`config.mk`:
```
export PLATFORM = sky130hd
export DESIGN_NAME = aq_getfreq_meter
export DESIGN_NICKNAME = d
export VERILOG_FILES = /design/src/rtl/aq_getfreq_meter.sv
export SDC_FILE = /design/constraint.sdc
export NUM_CORES = 1
export LEC_CHECK = 0
export CAP_MARGIN = 20
export CORE_MARGIN = 5
export CORE_UTILIZATION = 40
export DETAILED_ROUTE_END_ITERATION = 10
export PLACE_DENSITY = 0.65
export SETUP_SLACK_MARGIN = 0.2
export SYNTH_ARGS = -nofsm -noshare
export SYNTH_HDL_FRONTEND = slang
export SYNTH_SLANG_ARGS = --single-unit
export TNS_END_PERCENT = 20
```
`constraint.sdc`:
```
create_clock -name AQ_LOCAL_CLK -period 7.7 [get_ports AQ_LOCAL_CLK]
set_clock_uncertainty 0.2 [all_clocks]
set_input_delay 1.54 -clock AQ_LOCAL_CLK [delete_from_list [all_inputs] [get_ports AQ_LOCAL_CLK]]
set_output_delay 1.54 -clock AQ_LOCAL_CLK [all_outputs]
set_load 0.01 [all_outputs]
```
`src/rtl/aq_getfreq_meter.sv`:
```
// Frequency meter on the AQ local bus: counts synchronized EXT_CLK rising edges over a
// programmable gate window, single-shot or continuous.
module aq_getfreq_meter #(
    parameter logic [31:0] GATE_DEFAULT = 32'd100_000_000,
    parameter int unsigned SYNC_STAGES  = 3
) (
    input  logic        RST_N,
    input  logic        AQ_LOCAL_CLK,
    input  logic        AQ_LOCAL_CS,
    input  logic        AQ_LOCAL_RNW,
    output logic        AQ_LOCAL_ACK,
    input  logic [15:0] AQ_LOCAL_ADDR,
    input  logic [3:0]  AQ_LOCAL_BE,
    input  logic [31:0] AQ_LOCAL_WDATA,
    output logic [31:0] AQ_LOCAL_RDATA,
    input  logic        EXT_CLK,
    output logic [31:0] DEBUG
);

    typedef enum logic [1:0] {
        StIdle  = 2'd0,
        StGate  = 2'd1,
        StLatch = 2'd2
    } state_e;

    state_e                 state_q, state_d;
    logic [SYNC_STAGES-1:0] sync_q, sync_d;
    logic                   ack_q, ack_d;
    logic [31:0]            rdata_q, rdata_d;
    logic                   en_q, en_d;
    logic [31:0]            gate_q, gate_d;
    logic [31:0]            count_q, count_d;
    logic                   valid_q, valid_d;
    logic                   ovf_q, ovf_d;
    logic [15:0]            seq_q, seq_d;
    logic [31:0]            gcnt_q, gcnt_d;
    logic [31:0]            ecnt_q, ecnt_d;
    logic                   wovf_q, wovf_d;

    logic        acc, wr, rd, start_wr, ext_edge, busy, hits_max;
    logic [1:0]  reg_sel;
    logic [31:0] gate_eff, ecnt_next;
    logic        unused_addr;

    assign unused_addr = ^{AQ_LOCAL_ADDR[15:4], AQ_LOCAL_ADDR[1:0]};

    always_comb begin
        acc       = AQ_LOCAL_CS & ~ack_q;
        wr        = acc & ~AQ_LOCAL_RNW;
        rd        = acc & AQ_LOCAL_RNW;
        reg_sel   = AQ_LOCAL_ADDR[3:2];
        start_wr  = wr && (reg_sel == 2'd0) && AQ_LOCAL_BE[0] && AQ_LOCAL_WDATA[1];
        ext_edge  = sync_q[SYNC_STAGES-2] & ~sync_q[SYNC_STAGES-1];
        busy      = (state_q != StIdle);
        gate_eff  = (gate_q == 32'd0) ? 32'd1 : gate_q;
        ecnt_next = (ecnt_q == 32'hFFFF_FFFF) ? ecnt_q : ecnt_q + 32'd1;
        // The window saturates once the count reaches (or sits at) all-ones.
        hits_max  = ext_edge && (ecnt_q >= 32'hFFFF_FFFE);

        state_d = state_q;
        sync_d  = {sync_q[SYNC_STAGES-2:0], EXT_CLK};
        ack_d   = acc;
        rdata_d = 32'd0;
        en_d    = en_q;
        gate_d  = gate_q;
        count_d = count_q;
        valid_d = valid_q;
        ovf_d   = ovf_q;
        seq_d   = seq_q;
        gcnt_d  = gcnt_q;
        ecnt_d  = ecnt_q;
        wovf_d  = wovf_q;

        if (rd) begin
            case (reg_sel)
                2'd0:    rdata_d = {31'd0, en_q};
                2'd1:    rdata_d = gate_q;
                2'd2:    rdata_d = count_q;
                default: rdata_d = {seq_q, 13'd0, ovf_q, busy, valid_q};
            endcase
        end

        if (wr) begin
            case (reg_sel)
                2'd0: if (AQ_LOCAL_BE[0]) en_d = AQ_LOCAL_WDATA[0];
                2'd1: begin
                    for (int b = 0; b < 4; b++) begin
                        if (AQ_LOCAL_BE[b]) gate_d[8*b +: 8] = AQ_LOCAL_WDATA[8*b +: 8];
                    end
                end
                2'd3: begin
                    if (AQ_LOCAL_BE[0] && AQ_LOCAL_WDATA[0]) valid_d = 1'b0;
                    if (AQ_LOCAL_BE[0] && AQ_LOCAL_WDATA[2]) ovf_d = 1'b0;
                end
                default: ;
            endcase
        end

        // FSM updates come after the bus so a LATCH overrides a same-cycle status clear.
        case (state_q)
            StIdle: begin
                if (en_q || start_wr) begin
                    state_d = StGate;
                    gcnt_d  = gate_eff;
                    ecnt_d  = 32'd0;
                    wovf_d  = 1'b0;
                end
            end
            StGate: begin
                gcnt_d = gcnt_q - 32'd1;
                if (ext_edge) ecnt_d = ecnt_next;
                wovf_d = wovf_q | hits_max;
                if (gcnt_q == 32'd1) state_d = StLatch;
            end
            StLatch: begin
                count_d = ext_edge ? ecnt_next : ecnt_q;
                valid_d = 1'b1;
                if (wovf_q || hits_max) ovf_d = 1'b1;
                seq_d = seq_q + 16'd1;
                if (en_q) begin
                    state_d = StGate;
                    gcnt_d  = gate_eff;
                    ecnt_d  = 32'd0;
                    wovf_d  = 1'b0;
                end else begin
                    state_d = StIdle;
                end
            end
            default: state_d = StIdle;
        endcase
    end

    always_ff @(posedge AQ_LOCAL_CLK or negedge RST_N) begin
        if (!RST_N) begin
            state_q <= StIdle;
            sync_q  <= '0;
            ack_q   <= 1'b0;
            rdata_q <= 32'd0;
            en_q    <= 1'b0;
            gate_q  <= GATE_DEFAULT;
            count_q <= 32'd0;
            valid_q <= 1'b0;
            ovf_q   <= 1'b0;
            seq_q   <= 16'd0;
            gcnt_q  <= 32'd0;
            ecnt_q  <= 32'd0;
            wovf_q  <= 1'b0;
        end else begin
            state_q <= state_d;
            sync_q  <= sync_d;
            ack_q   <= ack_d;
            rdata_q <= rdata_d;
            en_q    <= en_d;
            gate_q  <= gate_d;
            count_q <= count_d;
            valid_q <= valid_d;
            ovf_q   <= ovf_d;
            seq_q   <= seq_d;
            gcnt_q  <= gcnt_d;
            ecnt_q  <= ecnt_d;
            wovf_q  <= wovf_d;
        end
    end

    assign AQ_LOCAL_ACK   = ack_q;
    assign AQ_LOCAL_RDATA = rdata_q;
    assign DEBUG          = {state_q, busy, valid_q, ovf_q, 11'd0, seq_q};

endmodule

```
# Word level (Yosys, flattened, before mapping)
# Index checks and enable logic that the tools add are counted.
word_totals:
  reg_bits: 186
  in_bits: 57
  elab_cells: 89
classes:
  n_addsub: 3
  n_lt_le_gt_ge: 1
  eq_ne: 10
  muxes: 27
  n_bitwise: 8
  n_reduce_logical: 24
op_table:
  columns: ["op", "count"]
  rows:
  - ["32-bit case mux with 3 select lines", 3]
  - ["32-bit 2-to-1 mux", 8]
  - ["32-bit by 1-bit adder with 32-bit output, second input constant", 1]
  - ["32-bit by 1-bit == test with 1-bit output, second input constant", 1]
  - ["32-bit == test, second input constant", 1]
  - ["32-bit >= comparator, second input constant", 1]
  - ["32-bit zero test", 1]
  - ["32-bit by 1-bit subtractor with 32-bit output, second input constant", 1]
  - ["3-bit AND reduction", 7]
  - ["16-bit by 1-bit adder with 16-bit output, second input constant", 1]
  - ["1-bit 2-to-1 mux", 12]
  - ["2-bit nonzero test", 4]
  - ["2-bit == test, second input constant", 3]
  - ["1-bit logical AND", 6]
  - ["2-bit != test, second input constant", 3]
  - ["2-bit case mux with 3 select lines", 1]
  - ["1-bit AND", 4]
  - ["2-bit by 1-bit == test with 1-bit output, second input constant", 2]
  - ["2-bit zero test", 2]
  - ["2-bit 2-to-1 mux", 2]
  - ["1-bit NOT", 3]
  - ["1-bit case mux with 3 select lines", 1]
  - ["3-bit nonzero test", 1]
  - ["1-bit logical OR", 2]
  - ["other kinds (2)", 2]

# Logic depth before layout (Yosys ltp)
logic_depth:
  ltp_word: 9
  ltp_mapped: 9
  mapped_depth_nobuf: 7

# Worst setup path after synthesis
# Ideal clock, no wire load.
synth_timing:
  path_type: "input to register"
  start: "input port AQ_LOCAL_ADDR[2]"
  end: "register gcnt_q[30]"
  setup_time_ns: 0.064
  arrival_time_ns: 3.091
  t_required_ns: 7.436
  slack_ns: 4.344
  stages: 6
  n_path_buf: 1
  path_cell_list: "clkbuf_1 > nor4b_1 > a211oi_1 > a211oi_1 > o2bb2ai_1 > a31o_2"
synth_between:
  elab_chain_cells: 7
synth_lines:
  columns: ["element", "line", "text"]
  rows:
  - ["start, declared", "12", "input logic [15:0] AQ_LOCAL_ADDR,"]
  - ["2-bit zero test", "52", "start_wr = wr && (reg_sel == 2'd0) && AQ_LOCAL_BE[0] && AQ_LOCAL_WDATA[1];"]
  - ["1-bit logical AND (3 in series)", "52", null]
  - ["1-bit logical OR", "102", "if (en_q || start_wr) begin"]
  - ["2-bit != test (no source line)", null, null]
  - ["3-bit AND reduction (no source line)", null, null]
  - ["end signal, assigned", "159", "gcnt_q <= gcnt_d;"]
  - ["end, declared", "36", "logic [31:0] gcnt_q, gcnt_d;"]
# No other way between the ends.
# A chain may end at the register's enable or synchronous reset.

# Final worst setup path
layout_timing:
  start: "input port AQ_LOCAL_ADDR[2]"
  end: "register gcnt_q[14]"
# Same word-level chain as after synthesis.

==> results.md <==
- First-pass GRT wire length: 42200 um
- Post-cts sizing count: 0
- ANT nets after route: 0
- Vias in the first global route: 7534
- Post-layout minimum cycle time: 4.05 ns
- Top post-synthesis cells by area: dfrtp_1 46%, mux2_2 6.0%, nand2_1 3.8%
- Via Count: 7885
- Synth top cells by count: 174 x dfrtp_1, 95 x nand2_1, 77 x nor2_1
- Sink Count: 186
- Flop pwr share: 0.451
- Final net count: 1086
- Residual DRC count: 0
- Slew headroom: 0.331
- Power per cell area: 283 mW/mm2
- Worst hold path type: flop to flop
- RSZ-0062 raised after global routing: no
- Area leader, netlist: dfrtp_1
- Hold path startpoint: sync_q[0]
- Starting DRT DRC Count: 836
- Gr usage total: 0.198
- WP data required: 7.83 ns
- Mapped Cells: 965
- Die Ht: 164 um
- Worst Setup SP: AQ_LOCAL_ADDR[2]
- Drt pass-1 iters: 6
- Fin. Hold Viols: 0
- Post-CTS setup buffer count: 0
- Reg area: 0.00467 mm2
- Distinct cells, synth: 66
- Core area: 0.0234 mm2
- P_int: 0.00204 W
- Area of the multi-input gates: 0.00443 mm2
- Post-synth EDFFs: 0
- Post-synth top area share: 0.459
- Worst slew pin tran: 0.995 ns
- Worst Setup End Kind: flop
- Seq/Total Area, Yosys: 0.492
- Layout cell share with drive strength beyond 1: 0.126
- Area Overhead vs Synth: 18.6%
- Largest net degree at the start of global routing: 113
- Clock Latency Late Sink: 0.43 ns
- Period utilisation layout: 0.526
- # port buffers: 96
- Max Cap Violations: 0
- Reg-to-Reg Start: gcnt_q[8]
- Cts bufs inserted: 17
- WHS: 0.154 ns
- # setup viols final: 0
- Final WL: 26200 um
- Final HPWL from detailed placement: 17900 um
- Main synth FF type: dfrtp_1
- Initial antenna violation count: 0
- Yosys warnings: 0
- # fillers: 2206
- WP data arrival: 4.18 ns
- GP Congestion: 0.889
- Buffer levels on the longest clock path: 2
- Die X: 164 um
- Worst VDD drop: 0.235 mV
- Leak: 4.50 nW
- Max FO, Critical Path: 25
- Mapped cell area: 0.00949 mm2
- Path type of the worst setup path: input port to flop
- Switch Pwr: 0.00114 W
- Sum Neg Setup Slack: 0 ns
- Fmax: 247 MHz
- Initial Utilization: 0.406
- Total Die Area: 0.0269 mm2
- Setup crit start kind: input port
- Drt wl/cell: 19.4 um
- # rows: 56
- Count leader, synth: dfrtp_1
- Logic pwr share: 0.267
- Post-synthesis async set-or-reset flop share: 1.00
- CTS Hold Bufs: 0
- Max Slew Vio Count: 0
- Remaining Overflow, GRT: 0
- Switching Share: 0.358
- Vias per inst: 5.82
- Clock transition at path regs: 0.07 ns
- H-tree Lvls: 4
- Flops & latches, synth: 186
- Root cell of the clock tree: clkbuf_16
- TritonCTS clock tree: done
- Status: finished, final reports clean
- Clock Power Share: 0.282
- Synth Area per Inst: 9.84 um2
- Antenna Cells: 0
- I/O Pins: 122
## power by group through the flow
stage               Clock (W)  Combinational [W]  Sequential (W)
floorplan                   0           0.000657         0.00132
global placement            0           0.000824         0.00144
detailed placement          0           0.000843         0.00144
CTS                  0.000916           0.000846         0.00143
global route         0.000954           0.000946         0.00147
finish               0.000897           0.000851         0.00144
## final cells by class
cell class	instances	share of cell area
sequential	186	0.415
inverter	14	0.00467
tap	319	0.0355
clock inverter	7	0.0102
timing repair buffer	114	0.0987
clock buffer	24	0.0428
multi-input combinational	691	0.393
## worst max-delay path, stage by stage
cell             delay, ns
clkdlybuf4s50_1       0.40
buf_4                 0.23
nor4b_1               0.61
a211oi_4              0.13
nor2_1                0.62
buf_4                 0.33
a311oi_1              0.07
a211oi_1              0.24
## routing by layer
layer | track usage | share of wire | vias to the layer above
met2 | 0.320 | 0.49 | 197
met3 | 0.0334 | 0.047 | 34
met5 | 0 | 0 | -
met1 | 0.278 | 0.44 | 3970
li1 | - | - | 3684
met4 | 0.0526 | 0.017 | 0
## cell families after synthesis
group	synth area share
muxes	0.0639
buffers and inverters	0.0484
xor gates and xnor gates	0.0231
adders and majority gates	0.00659
AOI/OAI and AO/OA	0.163
and+or+nand+nor	0.203
DFF	0.492
other	0.000395
## state kept, by name (all words and copies together) (netlist names)
name and count:
gcnt_q 32, ovf_q 1, gate_q 32, state_q 2
AQ_LOCAL_ACK 1, valid_q 1, seq_q 16, wovf_q 1
en_q 1, AQ_LOCAL_RDATA 32, ecnt_q 32, sync_q 3
count_q 32
## stage by stage
step	utilization	area (um2)	instances	worst slack (ns)	power, W
after global placement	0.454	10600	1321	3.08	0.00226
after floorplan	-	9530	975	4.34	0.00198
after detailed placement	0.455	10600	1322	3.08	0.00229
final	0.481	11300	1355	3.65	0.00319
after CTS	0.480	11200	1353	3.53	0.00319
after global routing	0.481	11300	1355	3.48	0.00337
## final timing paths
check	cells past startpoint	end	slack (ns)
max	8	gcnt_q[14]	3.65
min	0	sync_q[1]	0.15
max reg2reg	5	gcnt_q[30]	4.53
min reg2reg	0	sync_q[1]	0.15
max in group asynchronous	2	gcnt_q[8]	4.68
min in group asynchronous	1	gate_q[27]	1.03
## cells in the final DEF (no fill, tap or decap), drive strengths merged, types with 11 or more instances in the layout
cell type and instances:
a21oi 21, a22oi 34, a31oi 40, buf 18
clkbuf 25, clkdlybuf4s50 95, conb 11, dfrtp 174
dfstp 12, inv 14, mux2 51, nand2 95
nand3 40, nand4 28, nor2 77, nor3 19
nor4 23, o211ai 22, o21ai 55, o311ai 11
or3 21, or4 28, xnor2 22
(Power assumes the default switching activity.)
